**src/rtl/regfile_mp_pkg.sv**
```systemverilog
// Shared defaults and types for the multi-port integer register file.
// Default geometry matches the RV32 integer file; a0 is x10.
// Types are sized for the default geometry.
package rf_pkg;

  localparam int DEF_DATA_WIDTH = 32;
  localparam int DEF_NUM_REGS   = 32;
  localparam int DEF_A0_IDX     = 10;
  localparam int DEF_AW         = $clog2(DEF_NUM_REGS);

  typedef logic [DEF_AW-1:0]         reg_addr_t;
  typedef logic [DEF_DATA_WIDTH-1:0] reg_data_t;

endpackage

```
**src/rtl/regfile_mp_if.sv**
```systemverilog
// Decode/writeback/issue bundle of the register file.
// master drives addresses, writebacks and issues; slave returns read data, busy and a0.
// All slave outputs are combinational except a0, which is registered.
interface regfile_mp_if
  import rf_pkg::*;
#(
  parameter int DATA_WIDTH = DEF_DATA_WIDTH,
  parameter int NUM_REGS   = DEF_NUM_REGS,
  parameter int NUM_READ   = 2,
  parameter int NUM_WRITE  = 1
);

  localparam int AW = $clog2(NUM_REGS);

  logic [NUM_READ-1:0][AW-1:0]          rd_addr;
  logic [NUM_READ-1:0][DATA_WIDTH-1:0]  rd_data;
  logic [NUM_READ-1:0]                  rd_busy;
  logic [NUM_WRITE-1:0]                 wr_en;
  logic [NUM_WRITE-1:0][AW-1:0]         wr_addr;
  logic [NUM_WRITE-1:0][DATA_WIDTH-1:0] wr_data;
  logic                                 iss_en;
  logic [AW-1:0]                        iss_addr;
  logic [DATA_WIDTH-1:0]                a0;

  modport master (
    output rd_addr, wr_en, wr_addr, wr_data, iss_en, iss_addr,
    input  rd_data, rd_busy, a0
  );

  modport slave (
    input  rd_addr, wr_en, wr_addr, wr_data, iss_en, iss_addr,
    output rd_data, rd_busy, a0
  );

endinterface

```
**src/rtl/regfile_mp_scoreboard.sv**
```systemverilog
// Per-register pending bits: set at issue, cleared at writeback, set wins on a collision.
// Busy state changes on the edge after issue/writeback; entry 0 is never busy.
// Issue and writeback paths are independent; stalls are gated upstream.
module rf_scoreboard
  import rf_pkg::*;
#(
  parameter int NUM_REGS  = DEF_NUM_REGS,
  parameter int NUM_WRITE = 1
) (
  input  logic                                clk,
  input  logic                                rst,
  input  logic                                iss_en_i,
  input  logic [$clog2(NUM_REGS)-1:0]         iss_addr_i,
  input  logic [NUM_WRITE-1:0]                wr_en_i,
  input  logic [NUM_WRITE-1:0][$clog2(NUM_REGS)-1:0] wr_addr_i,
  output logic [NUM_REGS-1:0]                 busy_o
);

  logic [NUM_REGS-1:0] busy_q;
  logic [NUM_REGS-1:0] busy_d;

  // Next busy vector: clears from every writeback first, then the issue set overrides.
  always_comb begin
    busy_d = busy_q;
    for (int w = 0; w < NUM_WRITE; w++) begin
      if (wr_en_i[w] && (wr_addr_i[w] != '0)) begin
        busy_d[wr_addr_i[w]] = 1'b0;
      end
    end
    if (iss_en_i && (iss_addr_i != '0)) begin
      busy_d[iss_addr_i] = 1'b1;
    end
    busy_d[0] = 1'b0;
  end

  // Busy state register; reset leaves nothing pending.
  always_ff @(posedge clk or posedge rst) begin
    if (rst) begin
      busy_q <= '0;
    end else begin
      busy_q <= busy_d;
    end
  end

  assign busy_o = busy_q;

endmodule

```
**src/rtl/regfile_mp.sv**
```systemverilog
// Multi-port register file with same-cycle write bypass, busy scoreboard and exported a0.
// Reads and rd_busy are combinational (0 cycles); writes land in storage on the edge.
// No backpressure: every enabled write/issue is accepted unless rst is high.
module regfile_mp
  import rf_pkg::*;
#(
  parameter int DATA_WIDTH = DEF_DATA_WIDTH,
  parameter int NUM_REGS   = DEF_NUM_REGS,
  parameter int NUM_READ   = 2,
  parameter int NUM_WRITE  = 1,
  parameter int A0_IDX     = DEF_A0_IDX
) (
  input  logic         clk,
  input  logic         rst,
  regfile_mp_if.slave  bus
);

  localparam int AW = $clog2(NUM_REGS);

  logic [DATA_WIDTH-1:0] regs_q [NUM_REGS];
  logic [DATA_WIDTH-1:0] regs_d [NUM_REGS];
  logic [NUM_REGS-1:0]   busy;
  logic [NUM_WRITE-1:0]  wr_live;

  logic [NUM_READ-1:0][DATA_WIDTH-1:0] rd_data_mux;
  logic [NUM_READ-1:0]                 rd_busy_mux;

  // Writes during reset are ignored, so they must not bypass either.
  assign wr_live = bus.wr_en & {NUM_WRITE{~rst}};

  // Next storage: apply ports in ascending order so the highest index wins a clash.
  always_comb begin
    for (int i = 0; i < NUM_REGS; i++) begin
      regs_d[i] = regs_q[i];
    end
    for (int w = 0; w < NUM_WRITE; w++) begin
      if (wr_live[w] && (bus.wr_addr[w] != '0)) begin
        regs_d[bus.wr_addr[w]] = bus.wr_data[w];
      end
    end
    regs_d[0] = '0;
  end

  // Storage registers, cleared asynchronously.
  always_ff @(posedge clk or posedge rst) begin
    if (rst) begin
      for (int i = 0; i < NUM_REGS; i++) begin
        regs_q[i] <= '0;
      end
    end else begin
      for (int i = 0; i < NUM_REGS; i++) begin
        regs_q[i] <= regs_d[i];
      end
    end
  end

  rf_scoreboard #(
    .NUM_REGS  (NUM_REGS),
    .NUM_WRITE (NUM_WRITE)
  ) u_scoreboard (
    .clk        (clk),
    .rst        (rst),
    .iss_en_i   (bus.iss_en),
    .iss_addr_i (bus.iss_addr),
    .wr_en_i    (bus.wr_en),
    .wr_addr_i  (bus.wr_addr),
    .busy_o     (busy)
  );

  // Read muxes: storage, overridden by the highest matching live write, x0 forced to zero.
  always_comb begin
    for (int r = 0; r < NUM_READ; r++) begin
      rd_data_mux[r] = regs_q[bus.rd_addr[r]];
      rd_busy_mux[r] = busy[bus.rd_addr[r]];
      for (int w = 0; w < NUM_WRITE; w++) begin
        if (wr_live[w] && (bus.wr_addr[w] == bus.rd_addr[r])) begin
          rd_data_mux[r] = bus.wr_data[w];
          rd_busy_mux[r] = 1'b0;
        end
      end
      if (bus.rd_addr[r] == '0) begin
        rd_data_mux[r] = '0;
        rd_busy_mux[r] = 1'b0;
      end
    end
  end

  assign bus.rd_data = rd_data_mux;
  assign bus.rd_busy = rd_busy_mux;
  // a0 comes straight from storage, so it already trails the write by one edge.
  assign bus.a0      = regs_q[A0_IDX];

endmodule

```
**src/flat_wrapper.sv**
```systemverilog
// flat-port wrapper written by rule: the top's interface ports become plain ports
module regfile_mp_flat import rf_pkg::*;
#(
  parameter int DATA_WIDTH = DEF_DATA_WIDTH,
  parameter int NUM_REGS   = DEF_NUM_REGS,
  parameter int NUM_READ   = 2,
  parameter int NUM_WRITE  = 1,
  parameter int A0_IDX     = DEF_A0_IDX
)
  (clk, rst, bus_rd_addr, bus_wr_en, bus_wr_addr, bus_wr_data, bus_iss_en, bus_iss_addr, bus_rd_data, bus_rd_busy, bus_a0);
  regfile_mp_if #(.DATA_WIDTH(DATA_WIDTH), .NUM_REGS(NUM_REGS), .NUM_READ(NUM_READ), .NUM_WRITE(NUM_WRITE)) bus_i ();
  input  logic clk;
  input  logic rst;
  input wire logic [$bits(bus_i.rd_addr)-1:0] bus_rd_addr;
  input wire logic [$bits(bus_i.wr_en)-1:0] bus_wr_en;
  input wire logic [$bits(bus_i.wr_addr)-1:0] bus_wr_addr;
  input wire logic [$bits(bus_i.wr_data)-1:0] bus_wr_data;
  input wire logic [$bits(bus_i.iss_en)-1:0] bus_iss_en;
  input wire logic [$bits(bus_i.iss_addr)-1:0] bus_iss_addr;
  output wire logic [$bits(bus_i.rd_data)-1:0] bus_rd_data;
  output wire logic [$bits(bus_i.rd_busy)-1:0] bus_rd_busy;
  output wire logic [$bits(bus_i.a0)-1:0] bus_a0;
  assign bus_i.rd_addr = bus_rd_addr;
  assign bus_i.wr_en = bus_wr_en;
  assign bus_i.wr_addr = bus_wr_addr;
  assign bus_i.wr_data = bus_wr_data;
  assign bus_i.iss_en = bus_iss_en;
  assign bus_i.iss_addr = bus_iss_addr;
  assign bus_rd_data = bus_i.rd_data;
  assign bus_rd_busy = bus_i.rd_busy;
  assign bus_a0 = bus_i.a0;
  regfile_mp #(.DATA_WIDTH(DATA_WIDTH), .NUM_REGS(NUM_REGS), .NUM_READ(NUM_READ), .NUM_WRITE(NUM_WRITE), .A0_IDX(A0_IDX)) u_core (.clk(clk), .rst(rst), .bus(bus_i));
endmodule
```
**config.mk**
```make
export PLATFORM = sky130hd
export DESIGN_NAME = regfile_mp_flat
export DESIGN_NICKNAME = d
export VERILOG_FILES = /design/src/rtl/regfile_mp_pkg.sv /design/src/rtl/regfile_mp_if.sv /design/src/rtl/regfile_mp_scoreboard.sv /design/src/rtl/regfile_mp.sv /design/src/flat_wrapper.sv
export SDC_FILE = /design/constraint.sdc
export NUM_CORES = 2
export LEC_CHECK = 0
export CORE_MARGIN = 2
export CORE_UTILIZATION = 50
export DETAILED_ROUTE_END_ITERATION = 6
export PLACE_DENSITY = 0.63
export SLEW_MARGIN = 25
export SYNTH_ARGS = -nofsm -noshare
export SYNTH_HDL_FRONTEND = slang
export SYNTH_SLANG_ARGS = --single-unit
```
**constraint.sdc**
```tcl
create_clock -name clk -period 28.8 [get_ports clk]
set_input_delay 2.88 -clock clk [delete_from_list [all_inputs] [get_ports clk]]
set_output_delay 2.88 -clock clk [all_outputs]
set_load 0.01 [all_outputs]
```
* After elaboration in Yosys (flattened, before gate mapping) *
Cells that the tools add are included.

word-level totals
  register bits = 1023
  bits in latches = 0
  RAM bits = 0
  bits in read-only memories = 0
  input port bits = 56
  word-level logic and storage cells = 91
  memories = 0

operators by class
  $add $sub $neg = 0
  $mul = 0
  divide/modulo/power cells = 0
  order comparisons = 10
  equal/unequal tests = 2
  shift operators = 0
  mux-type cells = 27
  bitwise operators = 8
  reduce and logical (&&, ||, !) cells = 12

operator list
  cell                                                                count
  bitwise mux 1024 bit                                                1
  2-to-1 mux 32 bit                                                   11
  binary-select mux 32 bit (select 5 bit)                             2
  demux 32 bit (select 5 bit)                                         1
  AND 32 bit                                                          1
  NOT 32 bit                                                          1
  OR 32 bit                                                           1
  < comparator 5 x 6 -> 1 bit (second input constant)                 4
  greater-or-equal comparator 6 bit (second input constant)           3
  NOT 5 -> 6 bit                                                      3
  binary-select mux 1 bit (select 5 bit)                              2
  demux 1 bit (select 5 bit)                                          2
  equality test 5 bit                                                 2
  greater-or-equal comparator 5 x 1 -> 1 bit (second input constant)  2
  zero test 5 bit                                                     2
  nonzero test 5 bit                                                  2
  logical AND 1 bit                                                   8
  2-to-1 mux 1 bit                                                    8
  < comparator 6 x 1 -> 1 bit (second input constant)                 1
  AND 1 bit                                                           1
  NOT 1 bit                                                           1

* Longest topological paths before layout *
  word-level depth = 9
  mapped depth = 11

* Modules after synthesis *
A second synthesis with hierarchy kept.

unflattened totals
  cell total of the unflattened synthesis = 3778
  area, all modules = 55748.5 um^2

by module, submodules not included
  module         times used  cells an instance  area each (um^2)
  regfile_mp     1           3650               54420.9
  rf_scoreboard  1           128                1327.5

* Least setup slack after synthesis *
No wires, ideal clock.

  path type = input -> output
  start point = in rst
  end point = out bus_rd_data[51]
  arrival time = 16.779 ns
  path slack = 9.141 ns
  stages on the path = 8
  buffers on the path = 2
  cells stage by stage = inv_2 nand3_1 or3_1 buf_2 nand2_2 buf_4 nor4_1 a211o_1

on the way
  longest elaborated chain between the ends = 5

RTL lines
  element            RTL line            text
  from (decl)        flat_wrapper.sv:13  input logic rst;
  NOT 1 bit          regfile_mp.sv:29    assign wr_live = bus.wr_en & {NUM_WRITE{~rst}};
  AND 1 bit          regfile_mp.sv:29
  logical AND 1 bit  regfile_mp.sv:76    if (wr_live[w] && (bus.wr_addr[w] == bus.rd_addr[r])) begin
  2-to-1 mux 32 bit  regfile_mp.sv:76
  2-to-1 mux 32 bit  regfile_mp.sv:81    if (bus.rd_addr[r] == '0) begin
  to (decl)          flat_wrapper.sv:20  output wire logic [$bits(bus_i.rd_data)-1:0] bus_rd_data;

No other way between the ends.

* Worst setup path in the final report *
  start point = in bus_rd_addr[5]
  end point = out bus_rd_data[32]

on the way
  longest elaborated chain between the ends = 6
  elaborated cells on any way between the ends = 9
  those cells by class = eq/ne (1); mux (5); bitwise (1); reduce/logical (2)

RTL lines
  element                                                RTL line            text
  from (decl)                                            flat_wrapper.sv:14  input wire logic [$bits(bus_i.rd_addr)-1:0] bus_rd_addr;
  NOT 5 -> 6 bit (implied by the code)                   regfile_mp.sv:73    rd_data_mux[r] = regs_q[bus.rd_addr[r]];
  binary-select mux 32 bit (select 5 bit)                regfile_mp.sv:73
  2-to-1 mux 32 bit (implied by the code) (2 in series)  regfile_mp.sv:73
  2-to-1 mux 32 bit                                      regfile_mp.sv:76
  2-to-1 mux 32 bit *                                    regfile_mp.sv:81

Every way passes the cells marked *; elsewhere a longest branch is shown, timed or not. The select of a mux whose other input is x is not followed.

==> results.sh <==
export IMPL_status="completed"
export IMPL_rows=122
export IMPL_whs_endpoint="u_core.regs_q[815]"
export IMPL_hold_depth=1
export IMPL_drt_total_wl_mm=194
export IMPL_antenna_found_initial=7
export IMPL_clockRootBuffer="clkbuf_16"
export IMPL_min_delay_start="u_core.regs_q[815]"
export IMPL_final_common_cell="dfrtp_1"
export IMPL_path_class="input port to output port"
export IMPL_p_seq_share_pct=43.2
export IMPL_rrSetupSlack_ps=27750
export IMPL_die_y_um=338
export IMPL_synthCells=3914
export IMPL_drv_slew=0
export IMPL_min_path_type="flop to flop"
export IMPL_die_w_um=338
export IMPL_period_share_pct=38.2
export IMPL_synth_area_leaders="dfrtp_1 46%, mux2_2 20%, mux4_2 18%, mux2i_1 2.2%, mux2_1 1.3%"
export IMPL_cts_repair_resized=0
export IMPL_most_common_layout_cells="1023 x dfrtp_1, 995 x mux2_2, 442 x mux4_2"
export IMPL_intPower_w=0.00303
export IMPL_hpwl_mm=111
export IMPL_io_pins=154
export IMPL_r2r_end="u_core.bus.a0[18]"
export IMPL_synth_area_per_cell_um2=14.3
export IMPL_worstMarginPinSlew_ps=1160
export IMPL_p_leak_nw=27.6
export IMPL_pwr_share_comb_pct=17.7
export IMPL_syn_nets=3970
export IMPL_ff2ff_path_depth=1
export IMPL_drive_gt1_share_pct=46.0
export IMPL_ys_seq_area_share_pct=45.8
export IMPL_numCtsBuffers=111
export IMPL_dr_pass1_iters=7
export IMPL_max_freq_ghz=0.0910
export IMPL_synth_cell_types=59
export IMPL_drv_cap=0
export IMPL_cts_hold_buf=0
export IMPL_cts_sinks=1023
export IMPL_synth_area_um2=55900
export IMPL_yosys_warnings=0
export IMPL_hold_violations=0
export IMPL_required_ps=25920
export IMPL_hold_ws_ps=510
export IMPL_endpoint_kind="output port"
export IMPL_insertion_delay_ps=700
export IMPL_vias=38000
export IMPL_htreeDepth=3
export IMPL_async_reset_ff_share_pct=100
export IMPL_grt_pass1_vias=37900
export IMPL_ant_nets=0
export IMPL_cts_tree="done"
export IMPL_fin_nets=3919
export IMPL_initial_core_util_pct=50.4
export IMPL_grt_max_degree=116
export IMPL_clk_path_buf_depth=3
export IMPL_synth_area_leader_cell="dfrtp_1"
export IMPL_start_kind="input port"
export IMPL_gp_congestion=0.837
export IMPL_wl_per_cell_um=35.7
export IMPL_rsz0062_at_grt="no"
export IMPL_gr_total_overflow=0
export IMPL_coreArea_um2=111000
export IMPL_crit_reg2reg_launch="u_core.bus.a0[18]"
export IMPL_fin_crit_ps=10990
export IMPL_p_per_area_nw_per_um2=66.3
export IMPL_viasPerCell=6.98
export IMPL_drt_iter0_drc=4166
export IMPL_synthFlopType="dfrtp_1"
export IMPL_arrival_ps=8110
export IMPL_skew_ps=0
export IMPL_area_delta_synth_final_pct=11.5
export IMPL_p_sw_share_pct=26.7
export IMPL_synth_seq_cells=1023
export IMPL_setup_viol=0
export IMPL_grt_total_usage_pct=33.9
export IMPL_setup_ws_ps=17810
export IMPL_clk_pin_slew_ps=60
export IMPL_grt_pass1_wl_mm=281
export IMPL_max_slew_margin_pct=22.9
export IMPL_crit_fanout=98
export IMPL_clockPowerShare_pct=39.0
export IMPL_die_area_um2=114000
export IMPL_synth_top_area_share_pct=45.8
export IMPL_pre_cts_ws_ps=17890
export IMPL_p_switching_w=0.00110
export IMPL_peakVddDrop_mv=0.0498
export IMPL_post_cts_buffers=0
export IMPL_tns_ps=0
export IMPL_drc=0
export IMPL_synth_edff_count=0
export IMPL_portBuffers=153
## cells by family after synthesis
family          share of synthesized area [%]
compound gates                           5.40
xor+xnor                                0.157
buf+inv                                  4.06
flops                                    45.8
mux                                      41.4
simple gates                             3.16
## worst max path at each step
stage | from | endpoint | depth (start not counted) | slack, ps
final | bus_rd_addr[5] | bus_rd_data[32] | 10 | 17810
after global routing | bus_rd_addr[5] | bus_rd_data[46] | 10 | 17570
after floorplan | rst | bus_rd_data[51] | 8 | 9140
after CTS | bus_rd_addr[5] | bus_rd_data[46] | 10 | 17880
after detailed placement | bus_rd_addr[5] | bus_rd_data[46] | 10 | 17890
after global placement | bus_rd_addr[5] | bus_rd_data[46] | 10 | 17820
## power by group through the flow
stage	clock network, W	registers (W)	logic [W]
after floorplan	0	0.00175	0.000542
after global placement	0	0.00179	0.000717
after detailed placement	0	0.00180	0.000727
after CTS	0.00163	0.00178	0.000730
after global routing	0.00169	0.00181	0.000778
final	0.00161	0.00179	0.000732
## metrics by stage
stage	util (%)	std cells	total power [W]	instance area [um^2]
2_1_floorplan	-	3914	0.00229	55900
3_3_place_gp	52.5	5237	0.00251	58100
3_5_place_dp	52.5	5237	0.00253	58100
4_1_cts	56.2	5445	0.00413	62200
5_1_grt	56.2	5446	0.00427	62300
6_report	56.2	5447	0.00413	62300
## registers in the layout (all words and copies together), names as in the netlist
| name | count |
|---|---|
| u_core.bus.a0 | 32 |
| u_core.regs_q | 960 |
| u_core.u_scoreboard.busy_o | 31 |
## per-layer routing
layer	vias up	GRT usage, %	wire [um]
li1	15000	-	-
met5	-	0	44
met4	6	12.3	7430
met3	414	7.88	18600
met1	20600	48.3	80100
met2	1930	51.0	88200
## cell usage after synthesis (22+ instances only)
cell and number:
a211oi_1 22, a21oi_1 47, a221oi_1 66, a22oi_1 23, buf_1 55, buf_2 122, buf_4 84, clkbuf_1 166
dfrtp_1 1023, mux2_1 66, mux2_2 995, mux2i_1 123, mux4_2 442, nand2_1 100, nor2_1 88, nor2b_1 38
nor3_1 46, o21ai_0 117, o221ai_1 34, o22ai_1 48
## final cells by class
type                            instances  area [um^2]
Antenna cell                            1         2.50
Clock buffer                          166         3360
Clock inverter                         42          754
Fill cell                            9031        48500
Inverter                                4         22.5
Multi-Input combinational cell       2444        28200
Sequential cell                      1023        25600
Tap cell                             1488         1860
Timing Repair Buffer                  279         2520
## critical path, cell delays in order
cell and delay, ps:
buf_8 560, buf_12 620, buf_4 720, buf_4 720, nor3_1 140, nor2_1 150
nand2_2 520, nor3_1 600, a211o_1 290, clkdlybuf4s50_1 590
Power figures use the tool's default switching activity.
